--- src/rtl/rhd_spi_master_if.sv ---
// Command/response handshake between the acquisition sequencer and the
// RHD2000 SPI master. The sequencer takes the master modport, the SPI block
// takes the slave modport.
interface rhd_spi_master_if;
  logic [15:0] cmd_data;
  logic        cmd_valid;
  logic        cmd_ready;
  logic [15:0] rsp_data;
  logic        rsp_valid;
  logic        busy;

  modport master (
    output cmd_data, cmd_valid,
    input  cmd_ready, rsp_data, rsp_valid, busy
  );

  modport slave (
    input  cmd_data, cmd_valid,
    output cmd_ready, rsp_data, rsp_valid, busy
  );
endinterface

--- src/rtl/rhd_spi_master.sv ---
// SPI master for an RHD2000-family headstage (CPOL=0, MSB first, 16-bit frames).
// One command word per frame; the MISO word captured during the frame is
// returned with a one-cycle rsp_valid pulse as CS rises.
//
// state    | meaning
// ---------+-----------------------------------------------------------
// IDLE     | CS high, waiting for a command (cmd_ready=1)
// SETUP    | CS low, first MOSI bit settling before the first SCLK rise
// SHIFT_HI | SCLK high; MISO sampled on entry
// SHIFT_LO | SCLK low; MOSI advanced on entry while bits remain
// GAP      | CS high between frames, response published on entry
module rhd_spi_master #(
  parameter int CLK_DIV        = 2,
  parameter int CS_HIGH_CYCLES = 4
) (
  input  logic              clk,
  input  logic              rst,
  rhd_spi_master_if.slave   bus,
  output logic              CS,
  output logic              SCLK,
  output logic              MOSI,
  input  logic              MISO
);

  typedef enum logic [2:0] {IDLE, SETUP, SHIFT_HI, SHIFT_LO, GAP} state_t;

  localparam logic [7:0] DIV_LOAD = 8'(CLK_DIV - 1);
  localparam logic [7:0] GAP_LOAD = 8'(CS_HIGH_CYCLES - 1);

  state_t      state;
  logic [7:0]  div_cnt;
  logic [7:0]  gap_cnt;
  logic [4:0]  bit_cnt;
  logic [15:0] tx_sr;
  logic [15:0] rx_sr;
  logic [15:0] rsp_data_q;
  logic        rsp_valid_q;
  logic        busy_q;

  // Only cmd_ready is decoded combinationally so a command can be taken in
  // the first IDLE cycle; it is held low while reset is asserted.
  assign bus.cmd_ready = (state == IDLE) && !rst;
  assign bus.rsp_data  = rsp_data_q;
  assign bus.rsp_valid = rsp_valid_q;
  assign bus.busy      = busy_q;

  // Frame sequencer: half-period and gap timers count down to zero.
  always_ff @(posedge clk) begin
    if (rst) begin
      state       <= IDLE;
      div_cnt     <= '0;
      gap_cnt     <= '0;
      bit_cnt     <= '0;
      tx_sr       <= '0;
      rx_sr       <= '0;
      rsp_data_q  <= '0;
      rsp_valid_q <= 1'b0;
      busy_q      <= 1'b0;
      CS          <= 1'b1;
      SCLK        <= 1'b0;
      MOSI        <= 1'b0;
    end else begin
      rsp_valid_q <= 1'b0;
      case (state)
        IDLE: begin
          if (bus.cmd_valid) begin
            tx_sr   <= bus.cmd_data;
            MOSI    <= bus.cmd_data[15];
            CS      <= 1'b0;
            SCLK    <= 1'b0;
            div_cnt <= DIV_LOAD;
            bit_cnt <= '0;
            busy_q  <= 1'b1;
            state   <= SETUP;
          end
        end
        SETUP: begin
          if (div_cnt == 8'd0) begin
            SCLK    <= 1'b1;
            rx_sr   <= {rx_sr[14:0], MISO};
            bit_cnt <= bit_cnt + 5'd1;
            div_cnt <= DIV_LOAD;
            state   <= SHIFT_HI;
          end else begin
            div_cnt <= div_cnt - 8'd1;
          end
        end
        SHIFT_HI: begin
          if (div_cnt == 8'd0) begin
            SCLK    <= 1'b0;
            div_cnt <= DIV_LOAD;
            state   <= SHIFT_LO;
            // After the 16th bit MOSI keeps bit 0 until CS rises.
            if (bit_cnt < 5'd16) begin
              MOSI  <= tx_sr[14];
              tx_sr <= {tx_sr[14:0], 1'b0};
            end
          end else begin
            div_cnt <= div_cnt - 8'd1;
          end
        end
        SHIFT_LO: begin
          if (div_cnt == 8'd0) begin
            if (bit_cnt == 5'd16) begin
              CS          <= 1'b1;
              MOSI        <= 1'b0;
              rsp_data_q  <= rx_sr;
              rsp_valid_q <= 1'b1;
              gap_cnt     <= GAP_LOAD;
              state       <= GAP;
            end else begin
              SCLK    <= 1'b1;
              rx_sr   <= {rx_sr[14:0], MISO};
              bit_cnt <= bit_cnt + 5'd1;
              div_cnt <= DIV_LOAD;
              state   <= SHIFT_HI;
            end
          end else begin
            div_cnt <= div_cnt - 8'd1;
          end
        end
        GAP: begin
          if (gap_cnt == 8'd0) begin
            busy_q <= 1'b0;
            state  <= IDLE;
          end else begin
            gap_cnt <= gap_cnt - 8'd1;
          end
        end
        default: begin
          CS     <= 1'b1;
          SCLK   <= 1'b0;
          MOSI   <= 1'b0;
          busy_q <= 1'b0;
          state  <= IDLE;
        end
      endcase
    end
  end

endmodule

--- src/flat_wrapper.sv ---
// flat-port wrapper written by rule: the top's interface ports become plain ports
module rhd_spi_master_flat 
#(
  parameter int CLK_DIV        = 2,
  parameter int CS_HIGH_CYCLES = 4
)
  (clk, rst, CS, SCLK, MOSI, MISO, bus_cmd_data, bus_cmd_valid, bus_cmd_ready, bus_rsp_data, bus_rsp_valid, bus_busy);
  rhd_spi_master_if bus_i ();
  input  logic clk;
  input  logic rst;
  output logic CS;
  output logic SCLK;
  output logic MOSI;
  input  logic MISO;
  input wire logic [$bits(bus_i.cmd_data)-1:0] bus_cmd_data;
  input wire logic [$bits(bus_i.cmd_valid)-1:0] bus_cmd_valid;
  output wire logic [$bits(bus_i.cmd_ready)-1:0] bus_cmd_ready;
  output wire logic [$bits(bus_i.rsp_data)-1:0] bus_rsp_data;
  output wire logic [$bits(bus_i.rsp_valid)-1:0] bus_rsp_valid;
  output wire logic [$bits(bus_i.busy)-1:0] bus_busy;
  assign bus_i.cmd_data = bus_cmd_data;
  assign bus_i.cmd_valid = bus_cmd_valid;
  assign bus_cmd_ready = bus_i.cmd_ready;
  assign bus_rsp_data = bus_i.rsp_data;
  assign bus_rsp_valid = bus_i.rsp_valid;
  assign bus_busy = bus_i.busy;
  rhd_spi_master #(.CLK_DIV(CLK_DIV), .CS_HIGH_CYCLES(CS_HIGH_CYCLES)) u_core (.clk(clk), .rst(rst), .bus(bus_i), .CS(CS), .SCLK(SCLK), .MOSI(MOSI), .MISO(MISO));
endmodule
--- config.mk ---
export PLATFORM = sky130hd
export DESIGN_NAME = rhd_spi_master_flat
export DESIGN_NICKNAME = d
export VERILOG_FILES = /design/src/rtl/rhd_spi_master_if.sv /design/src/rtl/rhd_spi_master.sv /design/src/flat_wrapper.sv
export SDC_FILE = /design/constraint.sdc
export NUM_CORES = 1
export LEC_CHECK = 0
export CORE_MARGIN = 4
export CORE_UTILIZATION = 56
export CTS_CLUSTER_SIZE = 10
export DETAILED_ROUTE_END_ITERATION = 7
export DONT_BUFFER_PORTS = 1
export PLACE_DENSITY = 0.78
export SETUP_SLACK_MARGIN = 0.3
export SLEW_MARGIN = 20
export SYNTH_ARGS = -nofsm -noshare
export SYNTH_HDL_FRONTEND = slang
export SYNTH_SLANG_ARGS = --single-unit
export TNS_END_PERCENT = 5
--- constraint.sdc ---
create_clock -name clk -period 1.94 [get_ports clk]
set_input_delay 0.097 -clock clk [delete_from_list [all_inputs] [get_ports clk]]
set_output_delay 0.097 -clock clk [all_outputs]
set_load 0.05 [all_outputs]
==> impl_metrics.toml, run 1 <==
[run_status]
status = "finished, violations left"
violations = "negative hold slack, negative setup slack"

[synth]
async_flop_share = 0
synth-compound-area-share = 0.187
synth_top_family_by_area = "simple AND/OR/NAND/NOR gates"
synth_fa_ha_area_frac = 0.0223
netlist_area_um2 = 3360
synth_cell_types = 51
avgSynthCellArea_um2 = 8.50
synth_top_area_frac = 0.452
syn-num-nets = 422
synthXorXnorAreaFrac = 0.0208
synth.area.top_cells = "dfxtp_1 (45%), nand2_1 (8.5%), a21oi_1 (6.7%)"
synthTopCellsByCount = "dfxtp_1 (76), nand2_1 (76), a21oi_1 (45)"
ys_ff_latch = 76
yosysWarnings = 0
synth_seq_area_share = 0.452
synth_enable_flop_cells = 0
synth_mux_area_frac = 0.0506
syn_inst = 396
yosysTopAreaCell = "dfxtp_1"
synth-simple-area-share = 0.224
synth-main-ff-cell = "dfxtp_1"

[critical_path]
critPathMaxFanout = 6
startpoint_type = "register"
crit_family = "buffers and inverters"
worstSetupPathType = "reg2reg"
arrival_ps = 2320
crit_path_end_kind = "register"
slowest_stage = "nor3b_4"
crit_required_ps = 2190
crit_buf_inv = 4
slowest_delay_ps = 340
cp_cell_sequence = "inv_2 -> ha_4 -> nor3b_4 -> buf_4 -> buf_6 -> buf_6 -> a221oi_2 -> a221oi_2 -> mux2i_1 -> nor2_1"

[floorplan]
die_height_um = 85.5
die_w_um = 85.5
coreArea_um2 = 5680
io_pins = 42
rows = 27
design.die.area_um2 = 7310
initial_core_util = 0.593

[cells_and_area]
multi_input_area_um2 = 2290
final_cells = 516
syn_to_final_growth_pct = 39.7
regArea_um2 = 1540
layout-drive-gt1-share = 0.464
nets = 465
finalInstanceArea_um2 = 4700
final_core_util = 0.828
fillerInstances = 285
antennaDiodeCount = 0

[hold_path]
hold_class = "in2reg"

[placement]
dpl.hpwl_um = 4890
place_ws_ps = -47.7
gp_congestion = 0.877
placed_cell_area_um2 = 3670
dp.cells = 480
port_buffers = 0

[timing]
setup_viol = 38
maxSlewHeadroom = 0.588
finalHoldViolations = 74
tightest_slew_ps = 609
holdWs_ps = -215
min_period_ps = 2070
rsz0062_at_grt = "yes"
layout_setup_ws_ps = -126
skew_ps = 11.0
post-route-period-util = 1.07
finalMaxSlewViolations = 0
max_freq_ghz = 0.484

[grt]
globalRouteOverflowTotal = 0
grt_start_max_net_pins = 77
antenna_found_initial = 0
grt_pass1_vias = 2856
grt_pass1_wl_um = 13100
grt_usage = 0.220

[power_and_ir_drop]
p_sw_uw = 2920
power_frac_seq = 0.313
power_density_nw_per_um2 = 1480
swShare = 0.419
ir_drop_mv = 1.06
p_int_uw = 4060
power_uw = 6980
p_leak_uw = 0.00193
clkPwrFrac = 0.166
combPwrFrac = 0.520

[clock_tree]
worstSkewPairLatency_ps = 360
cts_tree = "built"
clk_path_buf_depth = 2
clk_pin_slew_worst_paths_ps = 80
cts_made_buffers = 9
cts_root_buffer = "clkbuf_8"
ctsHoldBuffers = 1
clock_sinks = 76
h-tree-depth = 3

[detailed_routing]
detail_route.iter0.violations = 292
vias = 3391
via_per_inst = 6.57
wirelength_um = 10800
drc = 0
postRouteAntennaNets = 0
dr.pass1.iters = 5
avgRoutedWirePerCell_um = 20.9

[run]
cap_violations = 0
[worst paths after layout]
path,from,endpoint,slack [ps],depth (start not counted)
max reg2reg,u_core.div_cnt[0],u_core.MOSI,-130,10
min,rst,u_core.tx_sr[0],-210,1
max,u_core.div_cnt[0],u_core.MOSI,-130,10
min reg2reg,u_core.bus.rsp_data[13],u_core.bus.rsp_data[13],470,2
[metrics by stage]
step           hold slack (ps)  setup TNS (ps)
2_1_floorplan              233               0
6_report                  -215           -1630
3_3_place_gp               172               0
4_1_cts                   -211               0
5_1_grt                   -226           -6530
3_5_place_dp               174            -168
[logic make-up after synthesis]
| family | Yosys count |
|---|---|
| flip-flops | 76 |
| XOR/XNOR | 8 |
| AO/OA/AOI/OAI | 98 |
| adder cells (fa/ha/maj) | 6 |
| multiplexers | 17 |
| buffers and inverters | 36 |
| AND/OR/NAND/NOR | 155 |
[cell type report]
| class | instances | share of cell area |
|---|---|---|
| clock buffers | 12 | 0.0330 |
| clock inverters | 4 | 0.00692 |
| inverters | 10 | 0.00878 |
| multi-input cells | 284 | 0.486 |
| flip-flops and latches | 76 | 0.327 |
| well taps | 72 | 0.0192 |
| repair buffers | 58 | 0.119 |
[placed cells by master (no fill, tap or decap), types with 3 or more instances in the layout]
master / n
nand3_1: 7
mux2i_1: 17
buf_12: 3
nor2_1: 19
a211oi_2: 18
inv_2: 4
a31oi_1: 3
clkinvlp_4: 3
nor2_2: 4
o21ai_0: 7
nor3_1: 9
nand2_1: 45
ha_1: 4
nand2_4: 24
dfxtp_2: 9
dfxtp_1: 66
buf_6: 15
buf_4: 37
clkbuf_8: 11
nand2_2: 7
inv_1: 5
xor2_1: 5
a221oi_2: 3
nand4b_1: 4
a21oi_1: 14
nor4_1: 4
a21oi_2: 31
xnor2_1: 3
nor2_4: 7
[power groups by stage]
stage	logic, µW	clock network, µW	registers (µW)
finish	3630	1160	2190
global route	3870	1230	2210
CTS	2570	1150	2120
detailed placement	2410	0	2140
global placement	2340	0	2130
floorplan	1700	0	2110
[registers in the layout, indices dropped and copies added, names as in the netlist]
register	flops
u_core.gap_cnt	8
u_core.bus.rsp_valid	1
u_core.SCLK	1
u_core.CS	1
u_core.bit_cnt	5
u_core.state	3
u_core.MOSI	1
u_core.bus.busy	1
u_core.div_cnt	8
u_core.bus.rsp_data	16
u_core.rx_sr	16
u_core.tx_sr	15
[per-layer routing]
| metal | up-vias | GRT usage | routed length, µm |
|---|---|---|---|
| li1 | 1502 | - | - |
| met4 | 0 | 0.0820 | 512 |
| met5 | - | 0 | 0 |
| met3 | 59 | 0.0548 | 814 |
| met1 | 1614 | 0.278 | 4240 |
| met2 | 216 | 0.362 | 5230 |
[repair_timing]
| action | 4_1_cts | 5_1_grt |
|---|---|---|
| setup buffers | 7 | 11 |
| gates cloned | 1 | 0 |
| endpoints found under the hold margin | 76 | 74 |
| setup endpoints to repair | 74 | 76 |
| pin swaps | 7 | 90 |
| resized for setup | 19 | 164 |
Power figures use the tool's default switching activity.
==> inputs of run 2 (changes only) <==
--- a/config.mk
+++ b/config.mk
@@ -16,4 +16,4 @@
 export SYNTH_ARGS = -nofsm -noshare
 export SYNTH_HDL_FRONTEND = slang
 export SYNTH_SLANG_ARGS = --single-unit
-export TNS_END_PERCENT = 5
+export TNS_END_PERCENT = 30
==> run 2 against run 1 <==
- the run still ends with negative hold slack, negative setup slack left
- critical path depth decreased by 4
- total power is 4.8% lower
- global-route usage increased by 0.39 points
- final area is 8.8% lower
- cell count fell by 0.78%
- routed wire length shrank 21%
- combinational power fell by 11%
- sequential share of layout area increased by 3.1 points
- non-clock buffer count decreased by 4
- worst setup slack improved by 76 ps
- worst hold slack better by 23 ps
==> impl_metrics.toml, run 2 (synthesized netlist as in run 1, its figures left out) <==
[run_status]
status = "finished, violations left"
violations = "negative hold slack, negative setup slack"

[power_and_ir_drop]
power_frac_seq = 0.325
ir_drop_mv = 0.866
p_int_uw = 4010
combPwrFrac = 0.485
p_leak_uw = 0.00154
power_density_nw_per_um2 = 1550
clkPwrFrac = 0.190
p_sw_uw = 2630
swShare = 0.396

[cells_and_area]
regArea_um2 = 1530
layout_common_cells = "dfxtp_1 (70), nand2_1 (67), buf_4 (38)"
multi_input_area_um2 = 1950
nets = 461
fillerInstances = 397
layout-drive-gt1-share = 0.318
final_common_cell = "dfxtp_1"
antennaDiodeCount = 0
syn_to_final_growth_pct = 27.4
final_cells = 512

[grt]
grt_start_max_net_pins = 77
antenna_found_initial = 0
globalRouteOverflowTotal = 0
grt_usage = 0.224
grt_pass1_wl_um = 13300
grt_pass1_vias = 2834

[detailed_routing]
drc = 0
wirelength_um = 8490
avgRoutedWirePerCell_um = 16.6
detail_route.iter0.violations = 200
dr.pass1.iters = 4
vias = 3051
via_per_inst = 5.96
postRouteAntennaNets = 0

[critical_path]
r2r_end = "u_core.div_cnt[7]"
startpoint_type = "register"
arrival_ps = 2240
critPathMaxFanout = 5
slowest_delay_ps = 540
r2r_cells = 6
worstSetupPathType = "reg2reg"
reg2reg_from = "u_core.div_cnt[3]"
cp_cell_sequence = "or3_4 -> or4_4 -> buf_6 -> o31a_2 -> o21ai_1 -> a21oi_1"
crit_path_end_kind = "register"
slowest_stage = "or4_4"
crit_required_ps = 2190
worst-r2r-setup-slack_ps = -50

[floorplan]
rows = 27
io_pins = 42
initial_core_util = 0.593
die_height_um = 85.5
design.die.area_um2 = 7310
coreArea_um2 = 5680
die_w_um = 85.5

[timing]
min_period_ps = 1990
tightest_slew_ps = 555
finalMaxSlewViolations = 0
skew_ps = 10.6
layout_setup_ws_ps = -50.2
maxSlewHeadroom = 0.629
finalHoldViolations = 74
rsz0062_at_grt = "yes"
holdWs_ps = -192
max_freq_ghz = 0.502
post-route-period-util = 1.03
setup_tns_ps = -87.6
setup_viol = 2

[clock_tree]
worstSkewPairLatency_ps = 360
clk_path_buf_depth = 2
cts_made_buffers = 9
h-tree-depth = 3
cts_root_buffer = "clkbuf_8"
ctsHoldBuffers = 1
clk_pin_slew_worst_paths_ps = 80
clock_sinks = 76
cts_tree = "built"

[hold_path]
hold_class = "in2reg"
min_to = "u_core.bus.rsp_data[0]"
hold_path_depth = 1
min-delay-start = "rst"

[placement]
gp_congestion = 0.919
port_buffers = 0
dpl.hpwl_um = 5170
dp.cells = 482

[run]
cap_violations = 0
==> run 2: worst max path at each step <==
stage / from / end / slack [ps] / depth (start not counted)
after floorplan: u_core.div_cnt[2] / u_core.div_cnt[5] / 130 / 4
after global placement: u_core.div_cnt[2] / u_core.div_cnt[5] / 90 / 4
after detailed placement: u_core.bit_cnt[0] / u_core.bus.rsp_data[8] / -20 / 7
after CTS: u_core.div_cnt[2] / u_core.div_cnt[5] / 60 / 4
after global routing: u_core.div_cnt[1] / u_core.bus.rsp_data[8] / -120 / 10
final: u_core.div_cnt[3] / u_core.div_cnt[7] / -50 / 6
==> run 2: stage by stage <==
stage           util  setup slack (ps)  hold slack, ps  total power (µW)  area [µm²]
2_1_floorplan      -               125             233              3930        3450
3_3_place_gp   0.653              91.6             168              4510        3700
3_5_place_dp   0.653             -24.9             169              4590        3700
4_1_cts        0.707              56.9            -211              5950        4020
5_1_grt        0.756              -121            -222              7020        4290
6_report       0.756             -50.2            -192              6640        4290
==> run 2: worst max-delay path: cells and delay by family (launching register included) <==
kind / cells / cell delay (ps)
flip-flops: 1 / 370
AO/OA/AOI/OAI: 3 / 460
buffers and inverters: 1 / 140
AND/OR/NAND/NOR: 2 / 930
==> run 2: layer usage <==
metal / vias up / track usage / part of all wire
li1: 1489 / - / -
met3: 25 / 0.0615 / 0.065
met1: 1441 / 0.293 / 0.44
met4: 0 / 0.0935 / 0.029
met2: 96 / 0.349 / 0.47
met5: - / 0 / 0
==> run 2: power groups by stage <==
stage / combinational (µW) / sequential, µW / clock (µW)
global route: 3460 / 2190 / 1360
floorplan: 1810 / 2120 / 0
detailed placement: 2430 / 2160 / 0
finish: 3220 / 2160 / 1260
global placement: 2370 / 2140 / 0
CTS: 2540 / 2130 / 1270
==> run 2: cell type report <==
type	instances	area share
clock buffers	10	0.0321
well taps	72	0.0210
clock inverters	6	0.0163
multi-input cells	284	0.455
flip-flops and latches	76	0.358
repair buffers	54	0.108
inverters	10	0.00963
==> run 2: repair_timing <==
| item | in CTS | in global routing |
|---|---|---|
| setup endpoints to repair | 75 | 76 |
| setup buffers | 3 | 7 |
| gates resized for setup | 18 | 57 |
| cloned | 2 | 1 |
| pin swaps | 8 | 23 |
| hold endpoints to repair | 76 | 74 |
